### src/rtl/loop_osc_monitor.sv
// Observes the far ends of a combinational feedback loop after a start pulse and
// classifies it as settled, oscillating with a detected period, or unresolved.
module loop_osc_monitor #(
    parameter int WIDTH      = 9,
    parameter int MAX_PERIOD = 8,
    parameter int STABLE_CYC = 16,
    parameter int CONFIRM    = 16,
    parameter int TIMEOUT    = 64,
    parameter int CNT_W      = 8
) (
    input  logic             clk,
    input  logic             rst,
    input  logic             start,
    input  logic [WIDTH-1:0] net_in,
    output logic             busy,
    output logic             done,
    output logic             stable,
    output logic             oscillating,
    output logic [3:0]       period,
    output logic [CNT_W-1:0] toggle_cnt
);
    localparam int RUN_W   = $clog2(CONFIRM + 1);
    localparam int FILL_W  = (MAX_PERIOD > 2) ? $clog2(MAX_PERIOD) : 1;
    localparam int WATCH_W = (TIMEOUT > 2) ? $clog2(TIMEOUT) : 1;

    localparam logic [RUN_W-1:0]   STABLE_TH  = RUN_W'(STABLE_CYC);
    localparam logic [RUN_W-1:0]   CONFIRM_TH = RUN_W'(CONFIRM);
    localparam logic [FILL_W-1:0]  FILL_LAST  = FILL_W'(MAX_PERIOD - 1);
    localparam logic [WATCH_W-1:0] WATCH_LAST = WATCH_W'(TIMEOUT - 1);

    typedef enum logic [1:0] {IDLE, FILL, WATCH, DONE} state_t;

    state_t             state, state_next;
    logic [WIDTH-1:0]   hist     [MAX_PERIOD];
    logic [RUN_W-1:0]   run      [1:MAX_PERIOD];
    logic [RUN_W-1:0]   run_next [1:MAX_PERIOD];
    logic [FILL_W-1:0]  fill_cnt;
    logic [WATCH_W-1:0] watch_cnt;
    logic               hit_stable, hit_osc, hit_timeout, toggled;
    logic [3:0]         osc_period;

    // run[p] counts consecutive samples equal to the one p clocks earlier; the
    // decision looks at these updated values, not the registered ones.
    always_comb begin
        hit_stable  = 1'b0;
        hit_osc     = 1'b0;
        osc_period  = 4'd0;
        toggled     = (net_in != hist[0]);
        hit_timeout = (watch_cnt == WATCH_LAST);
        for (int p = 1; p <= MAX_PERIOD; p++) begin
            if (net_in == hist[p-1])
                run_next[p] = (run[p] == CONFIRM_TH) ? run[p] : run[p] + 1'b1;
            else
                run_next[p] = '0;
        end
        hit_stable = (run_next[1] >= STABLE_TH);
        for (int p = MAX_PERIOD; p >= 2; p--) begin
            if (run_next[p] >= CONFIRM_TH) begin
                hit_osc    = 1'b1;
                osc_period = 4'(p);
            end
        end
    end

    always_comb begin
        state_next = state;
        busy       = (state == FILL) || (state == WATCH);
        case (state)
            IDLE, DONE: if (start) state_next = FILL;
            FILL:       if (fill_cnt == FILL_LAST) state_next = WATCH;
            WATCH:      if (hit_stable || hit_osc || hit_timeout) state_next = DONE;
            default:    state_next = IDLE;
        endcase
    end

    always_ff @(posedge clk) begin
        if (rst) state <= IDLE;
        else     state <= state_next;
    end

    always_ff @(posedge clk) begin
        if (rst) begin
            for (int k = 0; k < MAX_PERIOD; k++) hist[k] <= '0;
            for (int p = 1; p <= MAX_PERIOD; p++) run[p] <= '0;
            fill_cnt    <= '0;
            watch_cnt   <= '0;
            toggle_cnt  <= '0;
            stable      <= 1'b0;
            oscillating <= 1'b0;
            period      <= 4'd0;
            done        <= 1'b0;
        end else begin
            done <= 1'b0;
            if (state == FILL || state == WATCH) begin
                hist[0] <= net_in;
                for (int k = 1; k < MAX_PERIOD; k++) hist[k] <= hist[k-1];
            end
            case (state)
                IDLE, DONE: begin
                    if (start) begin
                        for (int p = 1; p <= MAX_PERIOD; p++) run[p] <= '0;
                        fill_cnt    <= '0;
                        watch_cnt   <= '0;
                        toggle_cnt  <= '0;
                        stable      <= 1'b0;
                        oscillating <= 1'b0;
                        period      <= 4'd0;
                    end
                end
                FILL: fill_cnt <= fill_cnt + 1'b1;
                WATCH: begin
                    for (int p = 1; p <= MAX_PERIOD; p++) run[p] <= run_next[p];
                    watch_cnt <= watch_cnt + 1'b1;
                    if (toggled && (toggle_cnt != '1))
                        toggle_cnt <= toggle_cnt + 1'b1;
                    // Stable wins over oscillation because a constant also matches every p.
                    if (hit_stable) begin
                        stable <= 1'b1;
                        done   <= 1'b1;
                    end else if (hit_osc) begin
                        oscillating <= 1'b1;
                        period      <= osc_period;
                        done        <= 1'b1;
                    end else if (hit_timeout) begin
                        done <= 1'b1;
                    end
                end
                default: ;
            endcase
        end
    end
endmodule

### config.mk
export PLATFORM = sky130hd
export DESIGN_NAME = loop_osc_monitor
export DESIGN_NICKNAME = d
export VERILOG_FILES = /design/src/rtl/loop_osc_monitor.sv
export SDC_FILE = /design/constraint.sdc
export NUM_CORES = 1
export LEC_CHECK = 0
export CORE_MARGIN = 1
export CORE_UTILIZATION = 61
export CTS_CLUSTER_DIAMETER = 120
export CTS_CLUSTER_SIZE = 12
export DETAILED_ROUTE_END_ITERATION = 10
export GPL_TIMING_DRIVEN = 0
export PLACE_DENSITY = 0.91
export REMOVE_ABC_BUFFERS = 1
export SKIP_LAST_GASP = 1
export SYNTH_ARGS = -nofsm -noshare
export SYNTH_HDL_FRONTEND = slang
export SYNTH_SLANG_ARGS = --single-unit
### constraint.sdc
create_clock -name clk -period 4.7 [get_ports clk]
set_input_delay 0.94 -clock clk [delete_from_list [all_inputs] [get_ports clk]]
set_output_delay 0.94 -clock clk [all_outputs]
set_load 0.005 [all_outputs]
==> results of run 1 <==
-- layout by cell type (no fill, tap or decap), drive strengths merged, types with 9 or more instances in the layout --
cell type      instances
nor2                  82
a21oi                 10
inv                   33
dfxtp                 26
ha                    23
nor4                  10
o21ai                 10
clkbuf                20
nand3                 26
xnor2                 45
xor2                  61
clkdlybuf4s50         27
nor2b                 22
and2                  55
edfxtp               112
nand3b                 9
nand2                 18
nand4                 12
-- final cells by class --
class / instances / share of cell area (%)
clock inverter: 11 / 1.32
clock buffer: 20 / 5.50
multi-input combinational: 435 / 37.1
inverter: 33 / 1.56
timing repair buffer: 27 / 3.40
tap: 140 / 2.21
sequential: 138 / 48.9
-- registers in the layout (all words and copies together), names as in the netlist --
name and count:
done 1, fill_cnt 3, hist 72, oscillating 1
period 4, run 40, stable 1, state 2
toggle_cnt 8, watch_cnt 6
-- cell families (layout without fill, tap and decap cells) --
logic type	after synthesis	in the layout	share of synthesized area [%]
simple gates	267	267	20.2
flops	138	138	55.1
xor+xnor	106	106	13.2
buf+inv	53	91	3.37
compound gates	31	31	2.84
fa+ha+maj	23	23	4.08
mux	8	8	1.24
-- worst paths after layout --
check	from	endpoint	slack, ns
setup / recovery	net_in[2]	state[0]	1.25
hold / removal	oscillating	oscillating	0.48
setup reg to reg	state[0]	toggle_cnt[7]	1.89
hold reg to reg	oscillating	oscillating	0.48
-- per-layer routing --
metal	share of wire, %	wire length [um]	track usage [%]
met1	40	5580	28.9
met2	53	7550	45.5
met3	5.0	710	7.05
met4	2.0	276	8.76
met5	0	0	0
-- critical path: cells and delay by family --
kind	cells	cell delay (ns)
buf+inv	1	0.93
simple gates	4	1.11
mux	1	0.36
compound gates	1	0.19
xor+xnor	1	0.20
-- power breakdown --
group,leakage [nW],total [mW],switching [mW],internal (mW)
Combinational,1.26,1.20,0.732,0.465
Clock,0.268,1.26,0.489,0.767
Sequential,1.42,2.18,0.287,1.90
Total,2.95,4.64,1.51,3.13
-- stage by stage --
stage | hold WS (ns) | power [mW] | area (um^2) | setup TNS [ns] | cells
after floorplan | 0.458 | 3.01 | 6940 | 0 | 606
after global placement | 0.458 | 3.25 | 7380 | -28.73 | 773
after detailed placement | 0.467 | 3.37 | 7400 | 0 | 773
after CTS | 0.481 | 4.64 | 7940 | 0 | 804
after global routing | 0.497 | 4.87 | 7940 | 0 | 804
final | 0.477 | 4.64 | 7940 | 0 | 804
==> impl_metrics.yaml, run 1 <==
logic_synthesis:
  synthFlopType: "edfxtp_1"
  syn_area_um2: 7050
  synth_edf_count: 112
  synth_most_common_cell: "edfxtp_1"
  syn_avg_cell_area_um2: 11.3
  synthDistinctLibCells: 43
  synth_area_leaders: "edfxtp_1 48%, xor2_1 7.6%, dfxtp_1 7.4%"
  ys_ff_latch: 138
  yosysTopAreaCellShare_pct: 47.7
  synth_area_leader_cell: "edfxtp_1"
  synth_common_cells: "112 x edfxtp_1, 82 x nor2_1, 61 x xor2_1"
  synth-async-reset-ratio_pct: 0
  yosysSeqAreaShare_pct: 55.1
  yosys_warnings: 0
  syn_inst: 626
cells_and_area:
  finish.utilization_pct: 72.0
  drive_gt1_share_pct: 6.17
  areaGrowthSynthToFinish_pct: 12.6
  antennaDiodeCount: 0
  finalNetCount: 687
  fillers: 714
  seq_area_um2: 3880
  multi_input_area_um2: 2950
route:
  dr_total_vias: 4572
  ant_nets: 0
  drt_pass1_iterations: 5
  drtIter0Drc: 343
  wl_per_cell_um: 17.6
  wirelength_um: 14100
  via_per_inst: 5.69
  route.detailed.drc: 0
grt:
  grt_first_pass_wirelength_um: 22200
  grtUsageTotal_pct: 25.3
  grt_overflow: 0
  first_global_vias: 4706
  grt_max_degree: 73
  antenna_found_initial: 0
critical_path:
  arrival_ns: 3.74
  path_cells: "clkdlybuf4s50_1 > xor2_1 > nor4_2 > nand3_1 > or2_4 > and3_4 > a31oi_4 > mux2_1"
  worstPathMaxFanout: 9
  cp_slowest_stage_delay_ns: 0.93
  cp_slowest_cell: "clkdlybuf4s50_1"
  criticalPathCategory: "input port to flop"
  cp-end-kind: "flop"
  crit_required_ns: 4.99
  r2r_cells: 9
  worstSetupStartpointType: "input port"
floorplanning:
  die_h_um: 110
  fp.dieArea_um2: 12000
  rows: 38
  ios: 28
  core_um2: 11000
  die_x_um: 110
  start_util_pct: 63.9
clock_tree:
  cts_tree: "built"
  hold_buffers: 0
  cts_setup_buffers: 0
  clk_path_buf_depth: 2
  cts-root-buf: "clkbuf_16"
  ctsResizeCount: 0
  htreeDepth: 4
  cts.clk_slew.worst_paths_ns: 0.06
  clock_latency_ns: 0.42
  cts.sinks: 138
  cts_buffers: 17
timing:
  finalCritPeriodShare_pct: 73.3
  maxSlewViolCount: 0
  hold_viol_final: 0
  maxSlewHeadroom_pct: 12.1
  grt_setup_unrepaired: "no"
  min_period_ns: 3.45
  worst_slack_ns: 1.25
  fmax_mhz: 290
  fin_skew_ns: 0.00758
  setup_viol_count_final: 0
  worstMarginPinSlew_ns: 1.31
status:
  status: "finished, final reports clean"
placement:
  place_congestion: 0.785
  dp_slack_ns: 0.882
  dp_hpwl_um: 9330
  portBuffers: 27
power_and_ir_drop:
  ir_drop_uv: 481
  power_density_nw_per_um2: 584
  p_leak_nw: 2.95
min_path:
  hp-class: "flop to flop"
  min_path_cells: 2
job:
  max_cap_violations: 0
Power figures use the tool's default switching activity.
==> run 2: changes to the inputs <==
- CORE_UTILIZATION: 61 -> 55
- PLACE_DENSITY: 0.91 -> 0.87
- clock period: 4.7 -> 3 ns (I/O delays scaled with it)
==> run 2 against run 1 <==
  * Sequential share of layout area decreased by 0.55 points
  * Count of clock-buffer cells in the layout increased by 1
  * Sequential power increased by 56%
  * Register-to-register slack got worse by 1.6 ns
  * Hold slack got worse by 0.0030 ns
  * Largest cell class unchanged
  * Highest routed layer unchanged
==> impl_metrics.yaml, run 2 (synthesis results as in run 1) <==
clock_tree:
  cts.clk_slew.worst_paths_ns: 0.05
  htreeDepth: 4
  clk_path_buf_depth: 2
  cts_setup_buffers: 0
  cts_buffers: 17
  cts.sinks: 138
  cts-root-buf: "clkbuf_16"
  cts_tree: "built"
  clock_latency_ns: 0.42
placement:
  dp.cells: 802
  place_congestion: 0.876
  dp_hpwl_um: 9310
  postPlaceCellArea_um2: 7460
  portBuffers: 27
timing:
  hold_viol_final: 0
  fin_skew_ns: 0.00574
  min_period_ns: 2.87
  finalCritPeriodShare_pct: 95.5
  fmax_mhz: 349
  whs_ns: 0.473
  maxSlewViolCount: 0
  worstMarginPinSlew_ns: 1.35
  maxSlewHeadroom_pct: 9.60
  setup_viol_count_final: 0
  setup_tns_ns: 0
  grt_setup_unrepaired: "no"
cells_and_area:
  fin_cells: 834
  fillers: 881
  largest_reg_flops: 72
  areaGrowthSynthToFinish_pct: 13.9
  top_register: "hist"
  drive_gt1_share_pct: 6.46
  biggestRegsByFlops: "hist (72), run (40), toggle_cnt (8)"
  finalNetCount: 688
  final_common_cell: "edfxtp_1"
  antennaDiodeCount: 0
  multi_input_area_um2: 2960
  layout_common_cells: "112 x edfxtp_1, 81 x nor2_1, 61 x xor2_1"
  seq_area_um2: 3880
  design_area_um2: 8030
min_path:
  hp-class: "flop to flop"
floorplanning:
  ios: 28
  rows: 40
  core_um2: 12300
  fp.dieArea_um2: 13300
  die_x_um: 115
  die_h_um: 115
  start_util_pct: 57.5
grt:
  grt_first_pass_wirelength_um: 21900
  antenna_found_initial: 0
  grt_overflow: 0
  grt_max_degree: 73
  grtUsageTotal_pct: 22.2
  first_global_vias: 4545
route:
  dr_total_vias: 4543
  drtIter0Drc: 310
  wl_per_cell_um: 16.5
  via_per_inst: 5.45
  ant_nets: 0
  drt_pass1_iterations: 5
  wirelength_um: 13700
  route.detailed.drc: 0
critical_path:
  cp_slowest_cell: "clkdlybuf4s50_1"
  worstPathMaxFanout: 9
  cp-end-kind: "flop"
  criticalPathCategory: "input port to flop"
  cp_slowest_stage_delay_ns: 0.70
  crit_required_ns: 3.30
  worstSetupStartpointType: "input port"
  arrival_ns: 3.17
  path_cells: "clkdlybuf4s50_1 > xor2_1 > nor4_2 > nand3_1 > or2_4 > and3_4 > a31oi_4 > mux2_1"
job:
  max_cap_violations: 0
power_and_ir_drop:
  p_seq_share_pct: 46.9
  power_mw: 7.26
  comb_power_share_pct: 26.3
  p_leak_nw: 3.01
  switching_share_pct: 32.1
  pwr-share-clk_pct: 26.8
  intPower_mw: 4.93
  power_density_nw_per_um2: 904
  ir_drop_uv: 628
  p_switching_mw: 2.33
status:
  status: "finished, final reports clean"
==> run 2: cell types whose count changed in the layout (fill, tap and decap cells not counted), sizes merged <==
cell and change:
clkdlybuf4s50 -5, buf +1, dlymetal6s2s +5, clkbuf +1
==> run 2: path summary, 6_finish.rpt <==
| kind | start | end | slack (ns) | cells past startpoint |
|---|---|---|---|---|
| min reg2reg | oscillating | oscillating | 0.47 | 2 |
| min | oscillating | oscillating | 0.47 | 2 |
| max reg2reg | state[0] | toggle_cnt[7] | 0.27 | 9 |
| max | net_in[2] | state[1] | 0.13 | 8 |
==> run 2: per-layer routing <==
layer  vias up  share of wire [%]  track usage, %  wire, um
met4         0                1.2            7.36       159
met1      2235                 42            26.4      5710
li1       2189                  -               -         -
met5         -                  0               0         0
met2       102                 53            39.4      7310
met3        17                4.0            5.43       545
==> run 2: stage by stage <==
stage / utilization (%) / setup WS [ns]
floorplan: - / 0.123
global placement: 60.5 / -1.78
detailed placement: 60.9 / -0.389
CTS: 65.3 / 0.0217
global route: 65.5 / 0.0317
finish: 65.5 / 0.135
==> run 2: power groups by stage <==
stage,Combinational (mW),Sequential (mW),Clock [mW]
floorplan,1.37,3.34,0
global placement,1.69,3.40,0
detailed placement,1.86,3.43,0
CTS,1.91,3.40,1.96
global route,2.11,3.48,2.05
finish,1.91,3.40,1.94
==> run 2: timing repair <==
item	CTS	global route
gates resized for setup	0	7
hold buffers	0	0
setup endpoints to repair	0	104
==> run 2: final cells by class <==
cell class                      instances  area share [%]
Clock buffer                           21            5.48
Inverter                               33            1.54
Timing Repair Buffer                   28            3.86
Sequential cell                       138            48.4
Clock inverter                         11            1.29
Tap cell                              168            2.62
Multi-Input combinational cell        435            36.8
==> run 2: critical path, delay by kind of cell <==
kind	cells	cell delay (ns)
and+or+nand+nor	4	1.04
AOI/OAI and AO/OA	1	0.20
muxes	1	0.34
xor gates and xnor gates	1	0.30
buffers and inverters	1	0.70
==> run 3: changes to the inputs <==
- CORE_MARGIN: 1 -> not set
==> results of run 3 <==
Same layout as run 2: the final DEF is identical, and so are final timing and power.
